### src/rtl/trap_ctrl.sv
// trap_ctrl: commit-stage trap sequencer for an M-mode-only core.
//
// Picks one trap from the committing instruction's exception flags plus the
// pending timer interrupt. It then steps through a pipeline flush, a machine
// CSR write (mepc/mcause/mtval) and a PC redirect to mtvec. An mret is
// handled the same way, except that the CSR write is skipped and the
// redirect goes to mepc.
//
// Optional feature (compile-time macro TRAP_VECTORED_EN):
//   When defined, an interrupt taken while mtvec_i[1:0] == 2'b01 is vectored
//   to base + 4*cause. When undefined, mtvec_i[1:0] is ignored and every
//   trap goes direct to base.
//
// Ports:
//   clk, rst            clock and synchronous active-high reset
//   commit_valid_i      commit request, sampled only in IDLE
//   commit_ready_o      high only in IDLE
//   except_i[15:0]      exception flags; see the bit map in the localparams
//   pc_i, tval_i        PC and trap value of the committing instruction
//   mtvec_i, mepc_i     current CSR values
//   mie_global_i        mstatus.MIE
//   mtie_i              mie.MTIE
//   flush_o             one-cycle pipeline flush pulse
//   csr_we_o            one-cycle write strobe for mepc/mcause/mtval
//   csr_mepc_o, csr_mcause_o, csr_mtval_o
//                       CSR write data; valid with csr_we_o, 0 otherwise
//   trap_enter_o        pulses with csr_we_o; the CSR file stacks MIE
//   mret_o              pulses with flush_o for an mret
//   redirect_valid_o    redirect request
//   redirect_ready_i    IFU accepts the redirect
//   redirect_pc_o       target PC; valid with redirect_valid_o, 0 otherwise
//   dbg_state_o         current FSM state (0 IDLE, 1 FLUSH, 2 CSR_WR,
//                       3 REDIRECT)
//
// Redirect handshake:
//   redirect_valid_o stays high, and redirect_pc_o stays stable, until
//   redirect_ready_i is seen high at a clock edge. The transfer completes
//   at that edge.
module trap_ctrl #(
  parameter int XLEN        = 32,
  parameter int ECALL_CAUSE = 11
) (
  input  logic            clk,
  input  logic            rst,
  input  logic            commit_valid_i,
  output logic            commit_ready_o,
  input  logic [15:0]     except_i,
  input  logic [XLEN-1:0] pc_i,
  input  logic [XLEN-1:0] tval_i,
  input  logic [XLEN-1:0] mtvec_i,
  input  logic [XLEN-1:0] mepc_i,
  input  logic            mie_global_i,
  input  logic            mtie_i,
  output logic            flush_o,
  output logic            csr_we_o,
  output logic [XLEN-1:0] csr_mepc_o,
  output logic [XLEN-1:0] csr_mcause_o,
  output logic [XLEN-1:0] csr_mtval_o,
  output logic            trap_enter_o,
  output logic            mret_o,
  output logic            redirect_valid_o,
  input  logic            redirect_ready_i,
  output logic [XLEN-1:0] redirect_pc_o,
  output logic [1:0]      dbg_state_o
);

  // Bit positions within except_i.
  localparam int B_FETCH_ACC = 15;
  localparam int B_FETCH_PF  = 14;
  localparam int B_LOAD_ACC  = 13;
  localparam int B_LOAD_PF   = 12;
  localparam int B_STORE_ACC = 11;
  localparam int B_STORE_PF  = 10;
  localparam int B_FETCH_MIS = 9;
  localparam int B_LOAD_MIS  = 8;
  localparam int B_STORE_MIS = 7;
  localparam int B_ECALL     = 6;
  localparam int B_MRET      = 5;
  localparam int B_SRET      = 4;
  localparam int B_URET      = 3;
  localparam int B_ILLEGAL   = 2;
  localparam int B_BREAK     = 1;
  localparam int B_TIMER     = 0;

  typedef enum logic [1:0] {IDLE, FLUSH, CSR_WR, REDIRECT} state_t;

  state_t            state_q;
  logic              commit_ready_q, flush_q, mret_q, csr_we_q, trap_enter_q;
  logic              redirect_valid_q, is_mret_q;
  logic [XLEN-1:0]   mepc_q, mcause_q, mtval_q, target_q;

  logic              irq_pend;
  logic              sync_hit;
  logic              tval_used;
  logic [4:0]        sync_cause;
  logic              take_trap, take_mret;
  logic [XLEN-1:0]   mcause_d, mtval_d, target_d, base;

  // Decode of the request presented in IDLE: fixed priority, with the
  // interrupt ahead of every synchronous exception.
  always_comb begin
    irq_pend   = except_i[B_TIMER] & mie_global_i & mtie_i;
    sync_hit   = 1'b1;
    tval_used  = 1'b1;
    sync_cause = 5'd0;
    if (except_i[B_BREAK]) begin
      sync_cause = 5'd3;
      tval_used  = 1'b0;
    end
    else if (except_i[B_FETCH_PF])  sync_cause = 5'd12;
    else if (except_i[B_FETCH_ACC]) sync_cause = 5'd1;
    // sret/uret do not exist on an M-only core, so they report as illegal.
    else if (except_i[B_ILLEGAL] | except_i[B_SRET] | except_i[B_URET])
      sync_cause = 5'd2;
    else if (except_i[B_FETCH_MIS]) sync_cause = 5'd0;
    else if (except_i[B_ECALL]) begin
      sync_cause = 5'(ECALL_CAUSE);
      tval_used  = 1'b0;
    end
    else if (except_i[B_STORE_MIS]) sync_cause = 5'd6;
    else if (except_i[B_LOAD_MIS])  sync_cause = 5'd4;
    else if (except_i[B_STORE_PF])  sync_cause = 5'd15;
    else if (except_i[B_LOAD_PF])   sync_cause = 5'd13;
    else if (except_i[B_STORE_ACC]) sync_cause = 5'd7;
    else if (except_i[B_LOAD_ACC])  sync_cause = 5'd5;
    else sync_hit = 1'b0;

    take_trap = irq_pend | sync_hit;
    // A masked timer bit can be set alongside mret; it does not block it.
    take_mret = ~take_trap & except_i[B_MRET];

    if (irq_pend) mcause_d = {1'b1, {(XLEN-4){1'b0}}, 3'd7};
    else          mcause_d = {{(XLEN-5){1'b0}}, sync_cause};
    mtval_d = (!irq_pend && tval_used) ? tval_i : '0;

    base     = {mtvec_i[XLEN-1:2], 2'b00};
    target_d = take_mret ? mepc_i : base;
`ifdef TRAP_VECTORED_EN
    if (irq_pend && mtvec_i[1:0] == 2'b01)
      target_d = base + {mcause_d[XLEN-3:0], 2'b00};
`endif
  end

`ifndef TRAP_VECTORED_EN
  logic unused_mtvec_mode;
  assign unused_mtvec_mode = ^mtvec_i[1:0];
`endif

  always_ff @(posedge clk) begin
    if (rst) begin
      state_q          <= IDLE;
      commit_ready_q   <= 1'b1;
      flush_q          <= 1'b0;
      mret_q           <= 1'b0;
      csr_we_q         <= 1'b0;
      trap_enter_q     <= 1'b0;
      redirect_valid_q <= 1'b0;
      is_mret_q        <= 1'b0;
      mepc_q           <= '0;
      mcause_q         <= '0;
      mtval_q          <= '0;
      target_q         <= '0;
    end else begin
      case (state_q)
        IDLE: begin
          // A request with nothing to take is accepted as a no-op.
          if (commit_valid_i && (take_trap || take_mret)) begin
            state_q        <= FLUSH;
            commit_ready_q <= 1'b0;
            flush_q        <= 1'b1;
            mret_q         <= take_mret;
            is_mret_q      <= take_mret;
            mepc_q         <= pc_i;
            mcause_q       <= mcause_d;
            mtval_q        <= mtval_d;
            target_q       <= target_d;
          end
        end
        FLUSH: begin
          flush_q <= 1'b0;
          mret_q  <= 1'b0;
          if (is_mret_q) begin
            state_q          <= REDIRECT;
            redirect_valid_q <= 1'b1;
          end else begin
            state_q      <= CSR_WR;
            csr_we_q     <= 1'b1;
            trap_enter_q <= 1'b1;
          end
        end
        CSR_WR: begin
          csr_we_q         <= 1'b0;
          trap_enter_q     <= 1'b0;
          state_q          <= REDIRECT;
          redirect_valid_q <= 1'b1;
        end
        REDIRECT: begin
          if (redirect_ready_i) begin
            state_q          <= IDLE;
            redirect_valid_q <= 1'b0;
            commit_ready_q   <= 1'b1;
          end
        end
        default: state_q <= IDLE;
      endcase
    end
  end

  assign commit_ready_o   = commit_ready_q;
  assign flush_o          = flush_q;
  assign mret_o           = mret_q;
  assign csr_we_o         = csr_we_q;
  assign trap_enter_o     = trap_enter_q;
  assign csr_mepc_o       = csr_we_q ? mepc_q   : '0;
  assign csr_mcause_o     = csr_we_q ? mcause_q : '0;
  assign csr_mtval_o      = csr_we_q ? mtval_q  : '0;
  assign redirect_valid_o = redirect_valid_q;
  assign redirect_pc_o    = redirect_valid_q ? target_q : '0;
  assign dbg_state_o      = state_q;

endmodule

### config.mk
export PLATFORM = sky130hd
export DESIGN_NAME = trap_ctrl
export DESIGN_NICKNAME = d
export VERILOG_FILES = /design/src/rtl/trap_ctrl.sv
export SDC_FILE = /design/constraint.sdc
export NUM_CORES = 1
export LEC_CHECK = 0
export CORE_ASPECT_RATIO = 0.8
export CORE_MARGIN = 5
export CORE_UTILIZATION = 40
export DETAILED_ROUTE_END_ITERATION = 10
export PLACE_DENSITY = 0.94
export SLEW_MARGIN = 5
export SYNTH_ARGS = -nofsm -noshare
export SYNTH_HDL_FRONTEND = slang
export SYNTH_SLANG_ARGS = --single-unit
### constraint.sdc
create_clock -name clk -period 5.6 [get_ports clk]
set_input_delay 0.84 -clock clk [delete_from_list [all_inputs] [get_ports clk]]
set_output_delay 0.84 -clock clk [all_outputs]
set_load 0.01 [all_outputs]
* Word-level counts from Yosys, hierarchy flattened *
Cells that the tools add are included.

operators by class
  equality and inequality tests = 7
  multiplexer cells = 53
  bitwise operators = 7
  reductions and logical operators = 15

operator list
  kind                number
  $mux 32             7
  $mux 4              10
  $mux 1              26
  $ne 2x2->1 const B  4
  $pmux 1 s2          4
  $pmux 2 s4          1
  $reduce_and 2->1    4
  $mux 3              2
  $reduce_and 3->1    2
  $reduce_bool 2->1   3
  $eq 2x2->1 const B  2
  $mux 2              2
  $and 1x1->1         3
  $or 1x1->1          3
  $pmux 1 s3          1
  $reduce_bool 3->1   1
  $eq 2x1->1 const B  1
  $logic_and 1x1->1   2
  $logic_not 2->1     1
  $logic_not 1->1     1
  $logic_or 1x1->1    1
  $not 1->1           1

word-level totals
  flip-flop bits (word level) = 136
  bits of input ports = 150
  output and inout bits = 136
  word-level logic and storage cells = 93

* Longest topological paths before layout *
Gate-level depths: netlist of the first run.

  depth in word-level cells = 19
  depth in mapped cells = 10
  mapped depth without buffers = 7

* Worst setup path after synthesis of the first run *
No wires, ideal clock.

  kind = input to register
  start point = input except_i[9]
  end point = register mtval_q[22]
  setup time = 0.114 ns
  arrival time = 2.175 ns
  data required time = 5.486 ns
  path slack = 3.311 ns
  cell stages on the path = 8
  buffers on the path = 3
  path through = nor4_4 nand4_2 o31a_1 buf_6 buf_6 buf_6 nand3_1 nand2_1

on the way
  cells in the longest elaborated chain, start to end = 11
  elaborated cells on any way between the ends = 18
  those cells by class = 11 x mux; 3 x bitwise; 4 x reduce/logical

RTL lines
  element                     line  source
  from (decl)                 47    input logic [15:0] except_i,
  $mux 1                      115   else if (except_i[B_FETCH_MIS]) sync_cause = 5'd0;
  $mux 1                      113   else if (except_i[B_ILLEGAL] | except_i[B_SRET] | except_i[B_URET])
  $mux 1                      111   else if (except_i[B_FETCH_ACC]) sync_cause = 5'd1;
  $mux 1                      110   else if (except_i[B_FETCH_PF]) sync_cause = 5'd12;
  $mux 1                      106   if (except_i[B_BREAK]) begin
  $or 1x1->1                  128   take_trap = irq_pend | sync_hit;
  $not 1->1                   130   take_mret = ~take_trap & except_i[B_MRET];
  $and 1x1->1                 130
  $logic_or 1x1->1            167   if (commit_valid_i && (take_trap || take_mret)) begin
  $logic_and 1x1->1           167
  $reduce_and 2->1 (no line)  --
  to (signal assigned)        175   mtval_q <= mtval_d;
  to (decl)                   90    logic [XLEN-1:0] mepc_q, mcause_q, mtval_q, target_q;

Several ways; a longest one is shown, not always the timed one.
A chain may end at the register's enable or synchronous reset.

* Worst setup path in the final report of the first run *
  start point = input except_i[4]
  end point = register target_q[14]

on the way
  cells in the longest elaborated chain, start to end = 12
  elaborated cells on any way between the ends = 13
  those cells by class = 5 x mux; 5 x bitwise; 3 x reduce/logical

RTL lines
  element                     line  source
  $or 1x1->1 * (2 in a row)   113
  $mux 1 *                    113
  $mux 1 *                    111
  $mux 1 *                    110
  $mux 1 *                    106
  $or 1x1->1 *                128
  $not 1->1                   130
  $and 1x1->1                 130
  $logic_or 1x1->1            167
  $logic_and 1x1->1           167
  $reduce_and 2->1 (no line)  --
  to (signal assigned)        176   target_q <= target_d;
  to (decl)                   90

Mark *: on every way between the ends. The rest lies on a longest branch, timed or not.

==> run_results.csv, run 1 <==
group,metric,value,unit
grt,grt_max_degree,113,
grt,antenna_found_initial,0,
clock_network,cts_setup_buffers,0,
setup_path,r2r_end,"mcause_q[1]",
timing,worst_slack,2.44,ns
placed_design,place_area,0.00784,mm²
clock_network,cts_buffers,9,
placed_design,pre_cts_slack,2.09,ns
synth,synth_cell_types,45,
power,p_switching,0.000929,W
clock_network,clk_pin_slew_worst_paths,0.07,ns
setup_path,critPathMaxFanout,29,
route,drc,0,
grt,grt_pass1_wl,25800,µm
setup_path,crit_required,5.84,ns
synth,synth_cells,700,
synth,yosysWarnings,0,
timing,setup_viol,0,
power,p_per_area,319,mW/mm²
setup_path,cp_data_arrival_time,3.40,ns
clock_network,cts_sinks,109,
setup_path,cp-start-kind,"input port",
power,power_frac_comb,35.3,%
worst_hold_path,hold_path_class,"flip-flop to flip-flop",
die,design.core.area,0.0130,mm²
setup_path,cp_cell_sequence,"clkdlybuf4s50_1 -> nor4_4 -> nand4_2 -> o21ai_2 -> nor2_1 -> nor4_1",
power,p_leak,3.21,nW
clock_network,postCtsHoldBufs,0,
cells_and_area,layout_common_cells,"255 x clkdlybuf4s50_1, 108 x dfxtp_1, 106 x nor2_1",
synth,yosys-top-cells-area,"dfxtp_1 41%, and2_1 12%, nor2_1 7.4%, nand2_1 7.3%, nand3b_1 4.6%",
timing,drv_slew,0,
route,vias_per_cell,4.91,
synth,synth_edf_count,0,
grt,grtUsageTotal,19.7,%
cells_and_area,design_area,0.00812,mm²
setup_path,r2r_slack,2.84,ns
synth,synth_top_area_cell,"dfxtp_1",
cells_and_area,final_nets,1074,
timing,hold_viol_final,0,
job,cap_viol_max_count,0,
synth,yosysSeqAreaShare,40.5,%
setup_path,path_delay_family,"simple AND/OR/NAND/NOR gates",
synth,ys_ff_latch,109,
setup_path,cp.buffers_inverters,1,
timing,min_period,3.16,ns
route,wl_per_cell,15.0,µm
synth,yosys.area.top_type_share,40.5,%
route,vias,5392,
status,status,"finished clean",
synth,synth_area,0.00538,mm²
cells_and_area,drive_above_1_share,3.79,%
timing,rsz0062_at_grt,"false",
setup_path,rr_startpoint,"dbg_state_o[0]",
route,postRouteAntennaNets,0,
setup_path,ff2ff_path_depth,8,
synth,synthFlopType,"dfxtp_1",
timing,max_freq,316,MHz
worst_hold_path,hold_depth,2,
clock_network,clock_latency,0.34,ns
timing,relSlewSlack,18.4,%
clock_network,cts.path.max_buffers,2,
power,swShare,35.8,%
worst_hold_path,min-delay-start,"mepc_q[20]",
grt,grt_pass1_vias,5098,
worst_hold_path,hold_end,"mepc_q[20]",
clock_network,ctsResizeCount,0,
setup_path,crit_path_end_kind,"flip-flop",
route,routed_wl,16500,µm
setup_path,criticalPathCategory,"input port to flip-flop",
placed_design,finalWeightedCongestion,0.854,
cells_and_area,syn2layout_area_growth,50.9,%
clock_network,htreeDepth,3,
power,ir_drop,188,µV
timing,min_period_over_period,56.4,%
cells_and_area,n_fill_cell,1115,
setup_path,critPathSlowestCell,"o21ai_2",
cells_and_area,n_antenna_cell,0,
synth,postSynth.asyncResetShare,0,%
setup_path,max_stage_delay,1.01,ns
clock_network,cts-root-buf,"clkbuf_16",
cells_and_area,final_common_cell,"clkdlybuf4s50_1",
die,start_util,41.4,%
placed_design,dp_hpwl,11800,µm
die,die_area,0.0159,mm²
timing,tightest_slew,1.22,ns
power,p_int,0.00166,W
die,die_h,114,µm
synth,avgSynthCellArea,7.69,µm²
route,dr.first_iter.drc_count,318,
die,ioPinCount,286,
placed_design,io_buffers,256,
clock_network,cts_tree,"yes",
power,total_power,0.00259,W
timing,finalSetupTns,0,ns
route,firstDrtPassIters,4,
die,die_w,140,µm
grt,grt.overflow.total,0,
die,num_rows,37,
timing,clock_skew,0.0110,ns
power,clkPwrFrac,23.0,%
power,p_seq_share,41.8,%
-- worst max-delay path by stage --
| stage | startpoint | endpoint | slack, ns | cells after the start |
|---|---|---|---|---|
| finish | except_i[4] | target_q[14] | 2.44 | 6 |
| global route | except_i[12] | target_q[19] | 2.14 | 6 |
| CTS | except_i[4] | target_q[14] | 2.44 | 6 |
| detailed placement | except_i[4] | target_q[14] | 2.09 | 6 |
| global placement | except_i[9] | target_q[11] | 2.16 | 6 |
| floorplan | except_i[9] | mtval_q[22] | 3.31 | 8 |
-- registers in the layout, indices dropped and copies added (netlist names) --
signal / count
mepc_q: 32
mtval_q: 32
target_q: 32
mcause_q: 5
dbg_state_o: 2
commit_ready_o: 1
flush_o: 1
is_mret_q: 1
mret_o: 1
redirect_valid_o: 1
trap_enter_o: 1
-- cell type report --
class / count / area (µm²) / area share (%)
Clock buffer: 10 / 229 / 2.82
Inverter: 6 / 22.5 / 0.277
Timing Repair Buffer: 261 / 2600 / 32.0
Multi-Input combinational cell: 532 / 2820 / 34.7
Tap cell: 175 / 219 / 2.70
Clock inverter: 6 / 48.8 / 0.601
Sequential cell: 109 / 2180 / 26.9
-- logic make-up after synthesis --
logic type / synth area share (%)
AO/OA/AOI/OAI: 7.51
adder cells (fa/ha/maj): 1.16
buffers and inverters: 9.07
flip-flops: 40.5
other: 0.0697
AND/OR/NAND/NOR: 41.7
-- cells in the mapped netlist, types with 2 or more instances --
cell type  number
nor3_1          9
buf_6           5
a31o_1          3
nor3b_2         2
or4_1           2
nor2b_1         3
clkbuf_1       33
a21oi_1        40
o21ai_0         4
or3_1           2
nand3_1        33
a2111oi_0       3
a311oi_1        2
nor4_1         31
dfxtp_1       109
inv_1           6
ha_1            5
buf_2           9
nand3b_1       33
buf_4          32
or2_2           2
nand2_1       104
nor2_1        106
and2_1        101
-- per-stage QoR --
step	utilization [%]	hold slack [ns]	std cells
2_1_floorplan	-	0.432	726
3_3_place_gp	60.3	0.437	1083
3_5_place_dp	60.3	0.442	1083
4_1_cts	62.4	0.453	1099
5_1_grt	62.4	0.469	1099
6_report	62.4	0.450	1099
-- tightest hold or removal path, delay by kind of cell (launching register included) --
kind | cells | cell delay [ns]
AO/OA/AOI/OAI | 1 | 0.05
flip-flops | 1 | 0.31
AND/OR/NAND/NOR | 1 | 0.05
-- layer usage --
layer,track usage (%),vias up,part of all wire (%)
met5,0,-,0
li1,-,2694,-
met1,23.7,2492,41
met3,7.75,21,9.1
met4,5.36,0,1.7
met2,33.0,185,48
-- power groups by stage --
stage | Clock (W) | Combinational (W) | Sequential (W)
after floorplan | 0 | 0.000628 | 0.00102
after global placement | 0 | 0.000900 | 0.00110
after detailed placement | 0 | 0.000917 | 0.00110
after CTS | 0.000619 | 0.000921 | 0.00109
after global routing | 0.000651 | 0.00101 | 0.00111
final | 0.000595 | 0.000914 | 0.00108
(Power assumes the default switching activity.)
==> run 2, diff against run 1 <==
- CORE_UTILIZATION: 40 -> 36
- PLACE_DENSITY: 0.94 -> 0.9
- clock period: 5.6 -> 2.7 ns (I/O delays scaled with it)
==> run 2 against run 1 <==
Against the previous run:
- die area grew 10%
- sequential power rose by 94%
- non-clock buffer count increased by 9
==> run_results.csv, run 2 (same netlist as run 1, synthesis figures left out) <==
group,metric,value,unit
setup_path,path_depth,7,
placed_design,dp_hpwl,12300,µm
job,cap_viol_max_count,0,
grt,grtUsageTotal,18.5,%
timing,hold_viol_final,0,
placed_design,io_buffers,256,
die,die_h,119,µm
setup_path,critPathMaxFanout,63,
clock_network,cts_sinks,109,
setup_path,ff2ff_path_depth,9,
setup_path,path_delay_family,"simple AND/OR/NAND/NOR gates",
clock_network,htreeDepth,3,
cells_and_area,drive_above_1_share,4.82,%
timing,finalSetupTns,0,ns
die,num_rows,40,
power,p_leak,3.27,nW
route,wl_met1,7020,µm
setup_path,max_stage_delay,0.48,ns
timing,relSlewSlack,59.1,%
clock_network,postCtsHoldBufs,0,
clock_network,cts.path.max_buffers,2,
die,die_area,0.0175,mm²
setup_path,criticalPathCategory,"input port to flip-flop",
setup_path,cp.buffers_inverters,2,
route,wl_met3,1490,µm
timing,max_freq,444,MHz
die,ioPinCount,286,
grt,grt_pass1_vias,5323,
clock_network,cts-root-buf,"clkbuf_16",
worst_hold_path,hold_depth,2,
route,vias,5503,
route,routed_wl,17000,µm
route,postRouteAntennaNets,0,
cells_and_area,final_nets,1083,
route,wl_per_cell,15.1,µm
timing,setup_viol,0,
setup_path,cp_data_arrival_time,2.54,ns
setup_path,cp-start-kind,"input port",
setup_path,cp_cell_sequence,"clkdlybuf4s50_1 -> nor4_4 -> nand4_2 -> o31a_2 -> buf_12 -> nor3b_2 -> a31o_1",
worst_hold_path,hold_path_class,"flip-flop to flip-flop",
power,p_per_area,673,mW/mm²
route,vias_per_cell,4.90,
die,design.core.area,0.0149,mm²
clock_network,clock_latency,0.35,ns
placed_design,finalWeightedCongestion,0.817,
route,dr.first_iter.drc_count,268,
grt,antenna_found_initial,0,
clock_network,cts_setup_buffers,0,
cells_and_area,biggestRegsByFlops,"mepc_q: 32 flops, mtval_q: 32 flops, target_q: 32 flops",
route,routed.top_layer,"met4",
cells_and_area,final_common_cell,"clkdlybuf4s50_1",
die,start_util,36.2,%
setup_path,r2r_slack,0.75,ns
grt,grt.overflow.total,0,
setup_path,critPathSlowestCell,"clkdlybuf4s50_1",
route,wl_met2,8030,µm
grt,grt_pass1_wl,26500,µm
cells_and_area,n_antenna_cell,0,
timing,min_period_over_period,83.4,%
clock_network,cts_buffers,9,
grt,grt_max_degree,64,
timing,tightest_slew,0.613,ns
timing,drv_slew,0,
power,total_power,0.00557,W
cells_and_area,layout_common_cells,"255 x clkdlybuf4s50_1, 108 x dfxtp_1, 106 x nor2_1",
timing,clock_skew,0.00717,ns
route,drc,0,
status,status,"finished clean",
setup_path,crit_required,2.99,ns
die,die_w,147,µm
power,ir_drop,388,µV
cells_and_area,syn2layout_area_growth,53.7,%
clock_network,cts_tree,"yes",
timing,rsz0062_at_grt,"false",
clock_network,ctsResizeCount,0,
timing,min_period,2.25,ns
clock_network,clk_pin_slew_worst_paths,0.07,ns
route,firstDrtPassIters,4,
setup_path,crit_path_end_kind,"flip-flop",
run 2: cell types whose count changed in the layout (fill, tap and decap cells not counted):
cell,before,now
buf_12,0,5
buf_4,6,10
clkbuf_1,1,0
clkinv_2,1,0
clkinv_4,4,1
clkinvlp_4,0,4
inv_8,0,1
run 2: through the flow:
step                worst slack, ns  hold WS, ns  instance area [µm²]  util [%]  instances
finish                        0.447        0.452                 8270      55.7       1122
CTS                           0.445        0.453                 8270      55.7       1122
floorplan                     0.819        0.432                 5480         -        726
global route                  0.342        0.462                 8270      55.7       1122
global placement              0.164        0.437                 7990      53.8       1106
detailed placement            0.109        0.442                 7990      53.8       1106
run 2: per-layer routing:
metal | up-vias | GRT usage (%)
met5 | - | 0
met4 | 0 | 6.87
met3 | 34 | 7.04
met2 | 223 | 31.3
met1 | 2533 | 21.3
li1 | 2713 | -
run 2: path summary, 6_finish.rpt:
path / startpoint / end
setup / recovery: except_i[9] / target_q[0]
hold / removal: mepc_q[6] / mepc_q[6]
setup reg to reg: dbg_state_o[1] / target_q[11]
hold reg to reg: mepc_q[6] / mepc_q[6]
run 2: report_power, final:
part | switching [W] | total, W | internal [W]
Combinational | 0.00120 | 0.00218 | 0.000982
Clock | 0.000642 | 0.00128 | 0.000638
Sequential | 0.000157 | 0.00210 | 0.00194
run 2: layout make-up:
type	count	area, µm²
Fill cell	1354	6590
Clock inverter	7	58.8
Inverter	6	22.5
Multi-Input combinational cell	532	2820
Sequential cell	109	2180
Timing Repair Buffer	270	2730
Tap cell	189	236
Clock buffer	9	225
run 2: worst register-to-register path, delay by kind of cell (launching register included):
kind	cells	cell delay (ns)
buffers and inverters	4	0.70
and+or+nand+nor	4	0.51
DFF	1	0.42
adders and majority gates	1	0.23
